File: config.mk
export PLATFORM = sky130hd
export DESIGN_NAME = tdm_demux
export DESIGN_NICKNAME = d
export VERILOG_FILES = /design/src/rtl/tdm_demux.sv
export SDC_FILE = /design/constraint.sdc
export NUM_CORES = 1
export LEC_CHECK = 0
export ABC_AREA = 1
export ABC_CLOCK_PERIOD_IN_PS = 2050
export BUFFER_PORTS_ARGS = -buffer_cell sky130_fd_sc_hd__clkbuf_2
export CORE_MARGIN = 4
export CORE_UTILIZATION = 53
export DETAILED_ROUTE_END_ITERATION = 12
export PLACE_DENSITY_LB_ADDON = 0.25
export SYNTH_ARGS = -nofsm -noshare
export SYNTH_HDL_FRONTEND = slang
export SYNTH_SLANG_ARGS = --single-unit
File: constraint.sdc
create_clock -name clk -period 2.05 [get_ports clk]
set_input_delay 0 -clock clk [delete_from_list [all_inputs] [get_ports clk]]
set_output_delay 0 -clock clk [all_outputs]
set_load 0.02 [all_outputs]
File: src/rtl/tdm_demux.sv
// tdm_demux: receive side of the N:1 time-division serial path.
// Each valid beat carries one slot bit; slot 0 is flagged by sync. Beats are
// collected into a shadow register and the finished frame is published on out
// with a one-cycle out_valid strobe. Alignment faults pulse sync_err.
//
// Ports:
//   clk        rising-edge clock
//   rst_n      synchronous active-low reset
//   din        serial data bit for the current slot
//   din_valid  din/sync valid this cycle (one beat)
//   sync       beat is slot 0 of a frame
//   out        last completed frame, bit k = slot k (registered)
//   out_valid  one-cycle pulse when out has just been updated
//   sel        slot index the next beat will be written to (registered)
//   sync_err   one-cycle pulse on an alignment violation
module tdm_demux #(
    parameter int unsigned N     = 8,
    parameter int unsigned SEL_W = 3
) (
    input  logic             clk,
    input  logic             rst_n,
    input  logic             din,
    input  logic             din_valid,
    input  logic             sync,
    output logic [N-1:0]     out,
    output logic             out_valid,
    output logic [SEL_W-1:0] sel,
    output logic             sync_err
);

    localparam int unsigned SH_W = N - 1;
    localparam logic [SEL_W-1:0] SEL_LAST = SEL_W'(N - 1);
    localparam logic [SEL_W-1:0] SEL_ONE  = SEL_W'(1);

    typedef enum logic {
        HUNT = 1'b0,
        RECV = 1'b1
    } state_t;

    state_t           r_state;
    state_t           w_state_n;
    // Slot N-1 goes straight from din into out, so only N-1 bits are buffered.
    logic [SH_W-1:0]  r_shadow;
    logic [SH_W-1:0]  w_shadow_n;
    logic [SEL_W-1:0] w_sel_n;
    logic [N-1:0]     w_out_n;
    logic             w_out_valid_n;
    logic             w_sync_err_n;

    // State and output registers.
    always_ff @(posedge clk) begin
        if (!rst_n) begin
            r_state   <= HUNT;
            r_shadow  <= '0;
            sel       <= '0;
            out       <= '0;
            out_valid <= 1'b0;
            sync_err  <= 1'b0;
        end else begin
            r_state   <= w_state_n;
            r_shadow  <= w_shadow_n;
            sel       <= w_sel_n;
            out       <= w_out_n;
            out_valid <= w_out_valid_n;
            sync_err  <= w_sync_err_n;
        end
    end

    // Next-state and next-output logic; everything holds without a beat.
    always_comb begin
        w_state_n     = r_state;
        w_shadow_n    = r_shadow;
        w_sel_n       = sel;
        w_out_n       = out;
        w_out_valid_n = 1'b0;
        w_sync_err_n  = 1'b0;

        if (din_valid) begin
            case (r_state)
                HUNT: begin
                    // Unsynced beats are discarded silently while hunting.
                    if (sync) begin
                        w_shadow_n[0] = din;
                        w_sel_n       = SEL_ONE;
                        w_state_n     = RECV;
                    end
                end
                RECV: begin
                    if (sel == '0) begin
                        if (sync) begin
                            w_shadow_n[0] = din;
                            w_sel_n       = SEL_ONE;
                        end else begin
                            // Expected a frame start but got none: lose lock.
                            w_sync_err_n = 1'b1;
                            w_sel_n      = '0;
                            w_state_n    = HUNT;
                        end
                    end else if (sync) begin
                        // Early sync: drop the partial frame, restart at slot 0.
                        w_sync_err_n  = 1'b1;
                        w_shadow_n[0] = din;
                        w_sel_n       = SEL_ONE;
                    end else if (sel == SEL_LAST) begin
                        w_out_n       = {din, r_shadow};
                        w_out_valid_n = 1'b1;
                        w_sel_n       = '0;
                    end else begin
                        w_shadow_n[sel] = din;
                        w_sel_n         = sel + SEL_ONE;
                    end
                end
                default: begin
                    w_state_n = HUNT;
                    w_sel_n   = '0;
                end
            endcase
        end
    end

endmodule

### Word level (Yosys, flattened, before mapping)

Index checks and enable logic that the tools add are counted.
W data, S select, Z words.

| storage, ports and cells | value |
|---|---|
| bits of input ports | 5 |
| bits in registers | 21 |
| output and inout bits | 13 |

| cells by class | value |
|---|---|
| eq/ne operators | 3 |
| magnitude comparators | 2 |
| mux-type cells | 20 |
| add/subtract/negate cells | 1 |
| bitwise operators | 6 |
| reduce and logical (&&, ||, !) cells | 8 |

Operator list:

| operator | count |
|---|---|
| $mux W3 | 4 |
| $mux W1 | 11 |
| $reduce_and A5 Y1 | 2 |
| $bwmux W7 | 1 |
| $not A1 Y1 | 6 |
| $pmux W3 S2 | 1 |
| $reduce_or A5 Y1 | 1 |
| $lt A3 B4 Y1 const B | 1 |
| $ne A4 B4 Y1 const B | 1 |
| $pmux W1 S2 | 2 |
| $reduce_and A2 Y1 | 2 |
| $add A3 B1 Y3 const B | 1 |
| $demux W1 S3 | 1 |
| $eq A3 B3 Y1 const B | 1 |
| $ge A3 B1 Y1 const B | 1 |
| $logic_not A3 Y1 | 1 |
| $reduce_and A3 Y1 | 1 |
| $ne A2 B2 Y1 const B | 1 |
| $logic_and A1 B1 Y1 | 1 |

### Depth between registers and ports, before layout

| logic depth | value |
|---|---|
| depth in word-level cells | 9 |
| gate-level depth with buffers | 11 |
| gate-level depth less buffers | 11 |

### Worst setup path after synthesis

Ideal clock, no wire load.

| timing path | value |
|---|---|
| path type | register to register |
| start | register sel[0] |
| end | register out[0] |
| arrival | 1.623 ns |
| cell stages (with the launch flop) | 10 |
| clock period less this slack | 1.693 ns |
| slack | 0.357 ns |
| buffers on the path | 1 |
| path through | dfxtp_1 > inv_1 > ha_1 > nand2_4 > ha_1 > nand3_2 > inv_2 > buf_6 > o21ai_0 > a21oi_1 |

| between the ends | value |
|---|---|
| longest elaborated chain between the ends | 3 |

Ends and longest elaborated chain:

| element | line | text |
|---|---|---|
| start: declaration | 27 | `output logic [SEL_W-1:0] sel,` |
| start signal: assignment | 62 | `sel <= w_sel_n;` |
| $logic_not A3 Y1 | 89 | `if (sel == '0) begin` |
| $not A1 Y1 (no source line) | n/a |  |
| $reduce_and A5 Y1 (no source line) * | n/a |  |
| end signal: assignment | 63 | `out <= w_out_n;` |
| end: declaration | 25 | `output logic [N-1:0] out,` |

Mark *: on every way between the ends. The rest lies on a longest branch, timed or not.
A chain may end at the register's enable or synchronous reset.

### Worst setup path after layout

Ends and elaborated chain as after synthesis.

==> impl_metrics.json <==
{
  "status": "finished clean",
  "drc": 0,
  "wl_met2_um": 872,
  "cellLeakagePower_uw": 0.000490,
  "maxCapViolCount": 0,
  "syn_nets": 142,
  "tritoncts": "done",
  "met1_length_um": 893,
  "clock_skew_ps": 1.03,
  "period_minus_slack_ps": 1700,
  "clk_pin_slew_worst_paths_ps": 110,
  "worstPathArrival_ps": 1940,
  "areaGrowthSynthToFinish_pct": 12.3,
  "first_iter_violations": 12,
  "gp_congestion": 0.903,
  "synth_cell_types": 20,
  "cts_setup_buffers": 0,
  "core_um2": 1750,
  "yosysWarningCount": 0,
  "crit_path_max_fanout": 11,
  "cp.required_ps": 2290,
  "start_kind": "register",
  "cts_resized": 0,
  "netlist_instances": 133,
  "syn_area_um2": 985,
  "hp-class": "in2reg",
  "vdd_drop_max_v": 0.000383,
  "clockRootBuffer": "clkbuf_4",
  "num-fill-cells": 170,
  "rsz0062_at_grt": "false",
  "worst_slack_ps": 348,
  "finalHoldViolCount": 0,
  "grt_pass1_vias": 809,
  "synth_edf_count": 0,
  "setup_viol": 0,
  "fmax_ghz": 0.588,
  "cts.path.max_buffers": 2,
  "yosysMostFrequentCell": "nor2_1",
  "synth_ff_type": "dfxtp_1",
  "num_rows": 15,
  "top_layer": "met4",
  "min_path_cells": 3,
  "worst_pin_slew_ps": 330,
  "htreeDepth": 1,
  "grt_pass1_wl_um": 3340,
  "synthTopCellsByCount": "nor2_1 (25), nand2_1 (23), dfxtp_1 (21)",
  "overflow": 0,
  "synthArstFlopShare_pct": 0,
  "vias": 907,
  "ios": 18,
  "r2r-start": "sel[0]",
  "yosysSeqAreaShare_pct": 42.7,
  "routedWlPerCell_um": 10.8,
  "insertion_delay_ps": 300,
  "detail-route-antenna-nets": 0,
  "hp-start": "din",
  "tns_ps": 0,
  "crit_type": "reg2reg",
  "initial_core_util_pct": 56.4,
  "grt_max_degree": 14,
  "nNetsFinal": 161,
  "hold_buffers": 1,
  "period_share_pct": 83.0,
  "vias_per_cell": 5.15,
  "synth_top_area_share_pct": 42.7,
  "die_area_um2": 2610,
  "drive_gt1_share_pct": 18.5,
  "portBuffers": 17,
  "insertedDiodeCount": 0,
  "synth_seq_cells": 21,
  "track_usage_pct": 16.6,
  "drtPass1Iterations": 4,
  "finalWirelength_um": 1910,
  "die-width_um": 51.1,
  "slew_violations": 0,
  "synth.avg_cell_area_um2": 7.40,
  "cp-startpoint": "sel[0]",
  "synth.area.top_cells": "dfxtp_1 (43%), nor2_1 (9.5%), nand2_1 (8.8%), a21oi_1 (5.1%), ha_1 (5.1%)",
  "crit_path_end_kind": "register",
  "synth_largest_area_cell": "dfxtp_1",
  "r2r_cells": 8,
  "antenna_found_initial": 0,
  "pre_cts_ws_ps": 384,
  "die_y_um": 51.1,
  "pwr_density_cell_nw_per_um2": 610,
  "hpwl_um": 1460,
  "cts_buffers": 3,
  "wl_met3_um": 109,
  "clock_sinks": 21,
  "relSlewSlack_pct": 77.9
}
[critical path, stage by stage, from the launching register on]
cell and delay [ps]:
dfxtp_1 440, inv_1 150, ha_1 260, nand2_4 100
ha_1 180, nand3_2 130, inv_2 170, o21ai_0 90
a21oi_1 110
[per-layer routing]
metal | vias to the layer above | track usage (%)
met5 | - | 0
met4 | 0 | 6.73
met3 | 5 | 2.62
met2 | 31 | 27.5
met1 | 394 | 21.4
li1 | 477 | -
[cell type report]
cell class | count | area [µm²] | area share, %
repair buffers | 18 | 95.1 | 8.60
inverters | 12 | 45.0 | 4.07
well taps | 25 | 31.3 | 2.83
multi-input cells | 96 | 487 | 44.0
clock buffers | 3 | 22.5 | 2.04
clock inverters | 1 | 5.00 | 0.452
flip-flops and latches | 21 | 420 | 38.0
[cells in the final DEF (no fill, tap or decap)]
| cell | n |
|---|---|
| nor2_1 | 25 |
| nand2_1 | 23 |
| dfxtp_1 | 21 |
| clkbuf_2 | 17 |
| a21oi_1 | 10 |
| o21ai_0 | 9 |
| inv_1 | 8 |
| nand4_1 | 7 |
| nand3_1 | 7 |
| ha_1 | 4 |
| inv_2 | 3 |
| nor3_1 | 3 |
| clkbuf_4 | 3 |
| nand2_4 | 2 |
| a31oi_1 | 2 |
| nor2_4 | 1 |
| clkinv_1 | 1 |
| o22ai_1 | 1 |
| nand3_2 | 1 |
| o21ai_1 | 1 |
| clkinv_2 | 1 |
| dlygate4sd3_1 | 1 |
[cell families after synthesis]
family	after synthesis	synth area share, %
adder cells (fa/ha/maj)	4	5.08
AND/OR/NAND/NOR	69	32.3
buffers and inverters	16	7.88
flip-flops	21	42.7
AO/OA/AOI/OAI	23	12.1
[per-stage QoR]
stage / hold WS (ps) / utilization (%) / power, µW / instance area (µm²) / std cells
floorplan: 107 / - / 468 / 985 / 133
global placement: 295 / 61.2 / 485 / 1070 / 171
detailed placement: 308 / 61.2 / 487 / 1070 / 171
CTS: 28.1 / 63.4 / 680 / 1110 / 176
global route: 55.4 / 63.4 / 702 / 1110 / 176
finish: 38.0 / 63.4 / 675 / 1110 / 176
[worst paths after layout]
kind                               end  slack (ps)
worst max-delay path            out[0]         350
worst min-delay path            out[7]          40
worst max register to register  out[0]         350
worst min register to register  out[6]         460
[sequential cells by signal, summed over array words and instances, names as in the netlist]
name / count
sel: 3
sync_err: 1
out_valid: 1
r_shadow: 7
out: 8
r_state: 1
[power breakdown]
part | total, µW | leakage, µW | switching [µW] | internal, µW
clock | 195 | 0.0000177 | 123 | 72.7
combinational | 61.0 | 0.000302 | 40.7 | 20.4
sequential | 419 | 0.000170 | 5.93 | 413
No activity file was read; power rests on OpenSTA's default activity.
